==> config.mk <==
export PLATFORM = sky130hd
export DESIGN_NAME = dmem_arbiter_flat
export DESIGN_NICKNAME = d
export VERILOG_FILES = /design/src/rtl/dmem_arbiter_if.sv /design/src/rtl/dmem_arbiter.sv /design/src/flat_wrapper.sv
export SDC_FILE = /design/constraint.sdc
export NUM_CORES = 1
export LEC_CHECK = 0
export ABC_AREA = 1
export CAP_MARGIN = 0
export CELL_PAD_IN_SITES_DETAIL_PLACEMENT = 2
export CELL_PAD_IN_SITES_GLOBAL_PLACEMENT = 2
export CORE_ASPECT_RATIO = 1.2
export CORE_MARGIN = 1
export CORE_UTILIZATION = 24
export DETAILED_ROUTE_END_ITERATION = 10
export PLACE_DENSITY = 0.81
export SLEW_MARGIN = 40
export SYNTH_ARGS = -nofsm -noshare
export SYNTH_HDL_FRONTEND = slang
export SYNTH_SLANG_ARGS = --single-unit
==> constraint.sdc <==
create_clock -name CLK -period 3 [get_ports CLK]
set_clock_uncertainty 0.2 [all_clocks]
set_input_delay 0.75 -clock CLK [delete_from_list [all_inputs] [get_ports CLK]]
set_output_delay 0.75 -clock CLK [all_outputs]
set_load 0.005 [all_outputs]
==> src/rtl/dmem_arbiter_if.sv <==
// Bus bundle between the two data_mem requesters (core, host), the arbiter and data_mem itself.
// The slave modport is the arbiter's view; master is the requester/memory side.
interface dmem_arbiter_if #(
    parameter int unsigned AW = 8,
    parameter int unsigned DW = 8
);
    logic          core_req;
    logic          core_we;
    logic [AW-1:0] core_addr;
    logic [DW-1:0] core_wdata;
    logic          core_ack;

    logic          host_req;
    logic          host_we;
    logic [AW-1:0] host_addr;
    logic [DW-1:0] host_wdata;
    logic          host_ack;

    logic [DW-1:0] rdata;
    logic [AW-1:0] mem_addr;
    logic          mem_we;
    logic [DW-1:0] mem_wdata;
    logic [DW-1:0] mem_rdata;
    logic          busy;
    logic          owner;

    modport slave (
        input  core_req, core_we, core_addr, core_wdata,
        input  host_req, host_we, host_addr, host_wdata,
        input  mem_rdata,
        output core_ack, host_ack, rdata,
        output mem_addr, mem_we, mem_wdata,
        output busy, owner
    );

    modport master (
        output core_req, core_we, core_addr, core_wdata,
        output host_req, host_we, host_addr, host_wdata,
        output mem_rdata,
        input  core_ack, host_ack, rdata,
        input  mem_addr, mem_we, mem_wdata,
        input  busy, owner
    );
endinterface

==> src/rtl/dmem_arbiter.sv <==
// Two-requester arbiter for the single-port data_mem: core has fixed priority, host is forced
// through after STARVE_MAX consecutive core wins. Each access is IDLE -> ACCESS -> RESP.
module dmem_arbiter #(
    parameter int unsigned AW         = 8,
    parameter int unsigned DW         = 8,
    parameter int unsigned STARVE_MAX = 3
) (
    input logic            CLK,
    input logic            reset_n,
    dmem_arbiter_if.slave  bus
);

    localparam logic [1:0] StIdle   = 2'd0;
    localparam logic [1:0] StAccess = 2'd1;
    localparam logic [1:0] StResp   = 2'd2;

    localparam logic [3:0] StarveMax = 4'(STARVE_MAX);

    logic [1:0]    state_q, state_d;
    logic          we_q, we_d;
    logic          owner_q, owner_d;
    logic [3:0]    starve_q, starve_d;
    logic [AW-1:0] addr_q, addr_d;
    logic [DW-1:0] wdata_q, wdata_d;
    logic [DW-1:0] rdata_q, rdata_d;
    logic          host_win;

    always_comb begin
        state_d  = state_q;
        we_d     = we_q;
        owner_d  = owner_q;
        starve_d = starve_q;
        addr_d   = addr_q;
        wdata_d  = wdata_q;
        rdata_d  = rdata_q;
        host_win = 1'b0;

        case (state_q)
            StIdle: begin
                if (bus.core_req || bus.host_req) begin
                    host_win = bus.host_req && ((starve_q == StarveMax) || !bus.core_req);
                    if (host_win) begin
                        we_d     = bus.host_we;
                        addr_d   = bus.host_addr;
                        wdata_d  = bus.host_wdata;
                        owner_d  = 1'b1;
                        starve_d = 4'd0;
                    end else begin
                        we_d    = bus.core_we;
                        addr_d  = bus.core_addr;
                        wdata_d = bus.core_wdata;
                        owner_d = 1'b0;
                        // Only core wins that keep a waiting host out count toward starvation.
                        if (!bus.host_req) begin
                            starve_d = 4'd0;
                        end else if (starve_q != StarveMax) begin
                            starve_d = starve_q + 4'd1;
                        end
                    end
                    state_d = StAccess;
                end
            end
            StAccess: begin
                if (!we_q) begin
                    rdata_d = bus.mem_rdata;
                end
                state_d = StResp;
            end
            StResp: begin
                state_d = StIdle;
            end
            default: begin
                state_d = StIdle;
            end
        endcase
    end

    always_ff @(posedge CLK or negedge reset_n) begin
        if (!reset_n) begin
            state_q  <= StIdle;
            we_q     <= 1'b0;
            owner_q  <= 1'b0;
            starve_q <= 4'd0;
            addr_q   <= '0;
            wdata_q  <= '0;
            rdata_q  <= '0;
        end else begin
            state_q  <= state_d;
            we_q     <= we_d;
            owner_q  <= owner_d;
            starve_q <= starve_d;
            addr_q   <= addr_d;
            wdata_q  <= wdata_d;
            rdata_q  <= rdata_d;
        end
    end

    // Decoded from state so that an asynchronous reset drops the write strobe at once.
    assign bus.mem_we    = (state_q == StAccess) && we_q;
    assign bus.mem_addr  = addr_q;
    assign bus.mem_wdata = wdata_q;
    assign bus.rdata     = rdata_q;
    assign bus.core_ack  = (state_q == StResp) && !owner_q;
    assign bus.host_ack  = (state_q == StResp) && owner_q;
    assign bus.busy      = (state_q == StAccess) || (state_q == StResp);
    assign bus.owner     = owner_q;

endmodule

==> src/flat_wrapper.sv <==
// flat-port wrapper written by rule: the top's interface ports become plain ports
module dmem_arbiter_flat 
#(
    parameter int unsigned AW         = 8,
    parameter int unsigned DW         = 8,
    parameter int unsigned STARVE_MAX = 3
)
  (CLK, reset_n, bus_core_req, bus_core_we, bus_core_addr, bus_core_wdata, bus_host_req, bus_host_we, bus_host_addr, bus_host_wdata, bus_mem_rdata, bus_core_ack, bus_host_ack, bus_rdata, bus_mem_addr, bus_mem_we, bus_mem_wdata, bus_busy, bus_owner);
  dmem_arbiter_if #(.AW(AW), .DW(DW)) bus_i ();
  input logic CLK;
  input logic reset_n;
  input wire logic [$bits(bus_i.core_req)-1:0] bus_core_req;
  input wire logic [$bits(bus_i.core_we)-1:0] bus_core_we;
  input wire logic [$bits(bus_i.core_addr)-1:0] bus_core_addr;
  input wire logic [$bits(bus_i.core_wdata)-1:0] bus_core_wdata;
  input wire logic [$bits(bus_i.host_req)-1:0] bus_host_req;
  input wire logic [$bits(bus_i.host_we)-1:0] bus_host_we;
  input wire logic [$bits(bus_i.host_addr)-1:0] bus_host_addr;
  input wire logic [$bits(bus_i.host_wdata)-1:0] bus_host_wdata;
  input wire logic [$bits(bus_i.mem_rdata)-1:0] bus_mem_rdata;
  output wire logic [$bits(bus_i.core_ack)-1:0] bus_core_ack;
  output wire logic [$bits(bus_i.host_ack)-1:0] bus_host_ack;
  output wire logic [$bits(bus_i.rdata)-1:0] bus_rdata;
  output wire logic [$bits(bus_i.mem_addr)-1:0] bus_mem_addr;
  output wire logic [$bits(bus_i.mem_we)-1:0] bus_mem_we;
  output wire logic [$bits(bus_i.mem_wdata)-1:0] bus_mem_wdata;
  output wire logic [$bits(bus_i.busy)-1:0] bus_busy;
  output wire logic [$bits(bus_i.owner)-1:0] bus_owner;
  assign bus_i.core_req = bus_core_req;
  assign bus_i.core_we = bus_core_we;
  assign bus_i.core_addr = bus_core_addr;
  assign bus_i.core_wdata = bus_core_wdata;
  assign bus_i.host_req = bus_host_req;
  assign bus_i.host_we = bus_host_we;
  assign bus_i.host_addr = bus_host_addr;
  assign bus_i.host_wdata = bus_host_wdata;
  assign bus_i.mem_rdata = bus_mem_rdata;
  assign bus_core_ack = bus_i.core_ack;
  assign bus_host_ack = bus_i.host_ack;
  assign bus_rdata = bus_i.rdata;
  assign bus_mem_addr = bus_i.mem_addr;
  assign bus_mem_we = bus_i.mem_we;
  assign bus_mem_wdata = bus_i.mem_wdata;
  assign bus_busy = bus_i.busy;
  assign bus_owner = bus_i.owner;
  dmem_arbiter #(.AW(AW), .DW(DW), .STARVE_MAX(STARVE_MAX)) u_core (.CLK(CLK), .reset_n(reset_n), .bus(bus_i));
endmodule
==> results <==
critical path: stages, from the launching register on:
cell and delay, ns:
dfrtp_1 0.40, inv_1 0.12, ha_1 0.18, inv_1 0.05, nor2_1 0.10, clkdlybuf4s50_1 0.53
cells in the final DEF (no fill, tap or decap), drive strengths merged:
cell	instances
clkdlybuf4s50	73
nand2	68
inv	42
nand3	35
dfrtp	32
mux2	8
ha	5
clkbuf	5
nor2	5
buf	3
a21oi	2
o21ai	1
a31oi	1
xor2	1
nand4	1
o21a	1
xnor2	1
cell families (layout without fill, tap and decap cells):
group / count (synthesis) / in the layout / synth area share (%)
buffers and inverters: 50 / 123 / 13.0
adders and majority gates: 5 / 5 / 3.68
muxes: 8 / 8 / 5.29
AOI/OAI and AO/OA: 5 / 5 / 1.69
DFF: 32 / 32 / 47.1
and+or+nand+nor: 109 / 109 / 28.2
xor gates and xnor gates: 2 / 2 / 1.03
power groups by stage:
stage / combinational [mW] / clock, mW / sequential (mW)
2_1_floorplan: 0.476 / 0 / 0.766
5_1_grt: 1.15 / 0.320 / 0.802
3_3_place_gp: 1.00 / 0 / 0.771
6_report: 1.02 / 0.293 / 0.775
4_1_cts: 1.05 / 0.304 / 0.783
3_5_place_dp: 1.04 / 0 / 0.789
final timing paths:
kind / slack, ns / cells after the start / start / end
max in group asynchronous: 2.08 / 1 / reset_n / u_core.bus.mem_wdata[4]
min in group CLK: 0.28 / 2 / u_core.bus.mem_wdata[2] / u_core.bus.mem_wdata[2]
worst max-delay path: 0.40 / 5 / u_core.state_q[0] / bus_core_ack
worst min-delay path: 0.22 / 1 / reset_n / u_core.bus.rdata[6]
worst min register to register: 0.28 / 2 / u_core.bus.mem_wdata[2] / u_core.bus.mem_wdata[2]
worst max register to register: 1.07 / 9 / u_core.state_q[1] / u_core.starve_q[1]
cell type report:
cell class                      instances  share of cell area [%]
Sequential cell                        32                    31.2
Tap cell                               87                    4.24
Multi-Input combinational cell        129                    26.4
Timing Repair Buffer                   76                    29.3
Clock buffer                            5                    2.68
Inverter                               42                    6.14
registers in the layout, indices dropped and copies added (netlist names):
signal / cells
u_core.bus.owner: 1
u_core.we_q: 1
u_core.bus.rdata: 8
u_core.bus.mem_wdata: 8
u_core.starve_q: 4
u_core.bus.mem_addr: 8
u_core.state_q: 2
layer usage:
metal  GRT usage [%]  vias to the layer above  wire (µm)
li1                -                      788          -
met4            3.18                        0         14
met2            26.2                       62       2550
met3            3.11                        2        306
met5               0                        -          0
met1            19.0                      784       2360
per-stage QoR:
stage	hold WS, ns	std cells	instance area, µm²	util (%)	total power, mW
global placement	0.263	366	2500	36.4	1.77
floorplan	0.254	211	1700	-	1.24
detailed placement	0.275	366	2500	36.4	1.83
CTS	0.291	371	2570	37.4	2.13
finish	0.215	371	2570	37.5	2.09
global route	0.235	371	2570	37.5	2.27
==> impl_metrics.tcl <==
set metrics [dict create \
    diodes 0 \
    holdBufCountCts 0 \
    first_global_vias 1729 \
    grt.total_usage_pct 15.0 \
    layout.nets 337 \
    sw_frac_of_total_pct 34.6 \
    synth_most_common_cell "nand2_1" \
    worst_setup_path_start_kind "flip-flop" \
    finalSetupTns_ns 0 \
    crit_arrival_ns 1.65 \
    synthTopCellsByArea "dfrtp_1, nand2_1, nand3_1" \
    clockBufferDepth 2 \
    leakage_nw 1.31 \
    rows 33 \
    slew_violations 0 \
    pwr-share-seq_pct 37.1 \
    vias 1636 \
    path_max_fanout 3 \
    root_buffer "clkbuf_8" \
    synth-seq-area-share_pct 47.1 \
    numCtsBuffers 5 \
    path_clk_slew_ns 0.06 \
    cts_setup_buffers 0 \
    maxCapViolCount 0 \
    pwr-share-comb_pct 48.9 \
    ios 75 \
    p_int_mw 1.37 \
    timing.slew.headroom_pct 57.4 \
    hp-class "primary input to asynchronous set/reset pin" \
    antenna_found_initial 0 \
    drt-total-wl_um 5230 \
    first_pass_iters 4 \
    synth_seq_cells 32 \
    ir_drop_mv 0.281 \
    htree_levels 2 \
    dp_hpwl_um 3720 \
    die-width_um 78.9 \
    synthArstFlopShare_pct 100 \
    p_switching_uw 723 \
    synth_largest_area_cell "dfrtp_1" \
    synth.top_cell.area_share_pct 47.1 \
    crit_path_end_kind "output port" \
    portBuffers 74 \
    synth_warnings 0 \
    clock_latency_ns 0.28 \
    synth_area_per_cell_um2 8.06 \
    min_period_ns 2.60 \
    synth_top_cells_by_count "nand2_1, inv_1, nand3_1" \
    power-per-cell-area_mw_per_mm2 814 \
    syn2layout_area_growth_pct 51.0 \
    gp_congestion 0.733 \
    dieArea_mm2 0.00743 \
    drt-initial-drc-count 42 \
    post_drt_wl_per_cell_um 14.1 \
    setup-violations-final 0 \
    status "complete, no violations" \
    core_area_mm2 0.00685 \
    grt_pass1_wl_um 8580 \
    syn-num-nets 262 \
    synth_area_mm2 0.00170 \
    multi_input_area_um2 679 \
    ant_nets 0 \
    via_per_inst 4.41 \
    yosys_most_used_dff "dfrtp_1" \
    area.sequential_um2 801 \
    post_cts_resized 0 \
    p_clk_share_pct 14.0 \
    critPathKind "flip-flop to output port" \
    max_slew.worst_pin.slew_ns 0.639 \
    overflow 0 \
    die_height_um 94.2 \
    fillers 787 \
    clock-sinks 32 \
    cp.required_ns 2.05 \
    postLayoutSetupSlackWorst_ns 0.395 \
    final.period_utilization_pct 86.8 \
    max_freq_mhz 384 \
    rsz0062_at_grt "no" \
    hold_viol 0 \
    synth_cell_types 20 \
    syn_inst 211 \
    synth_edf_count 0 \
    cts_tree "built" \
    start_util_pct 24.8 \
    grt_max_degree 33 \
    drc 0 \
    preCtsSetupSlack_ns 0.446 \
    drive_above_1_share_pct 7.04 \
]
Power figures use the tool's default switching activity.
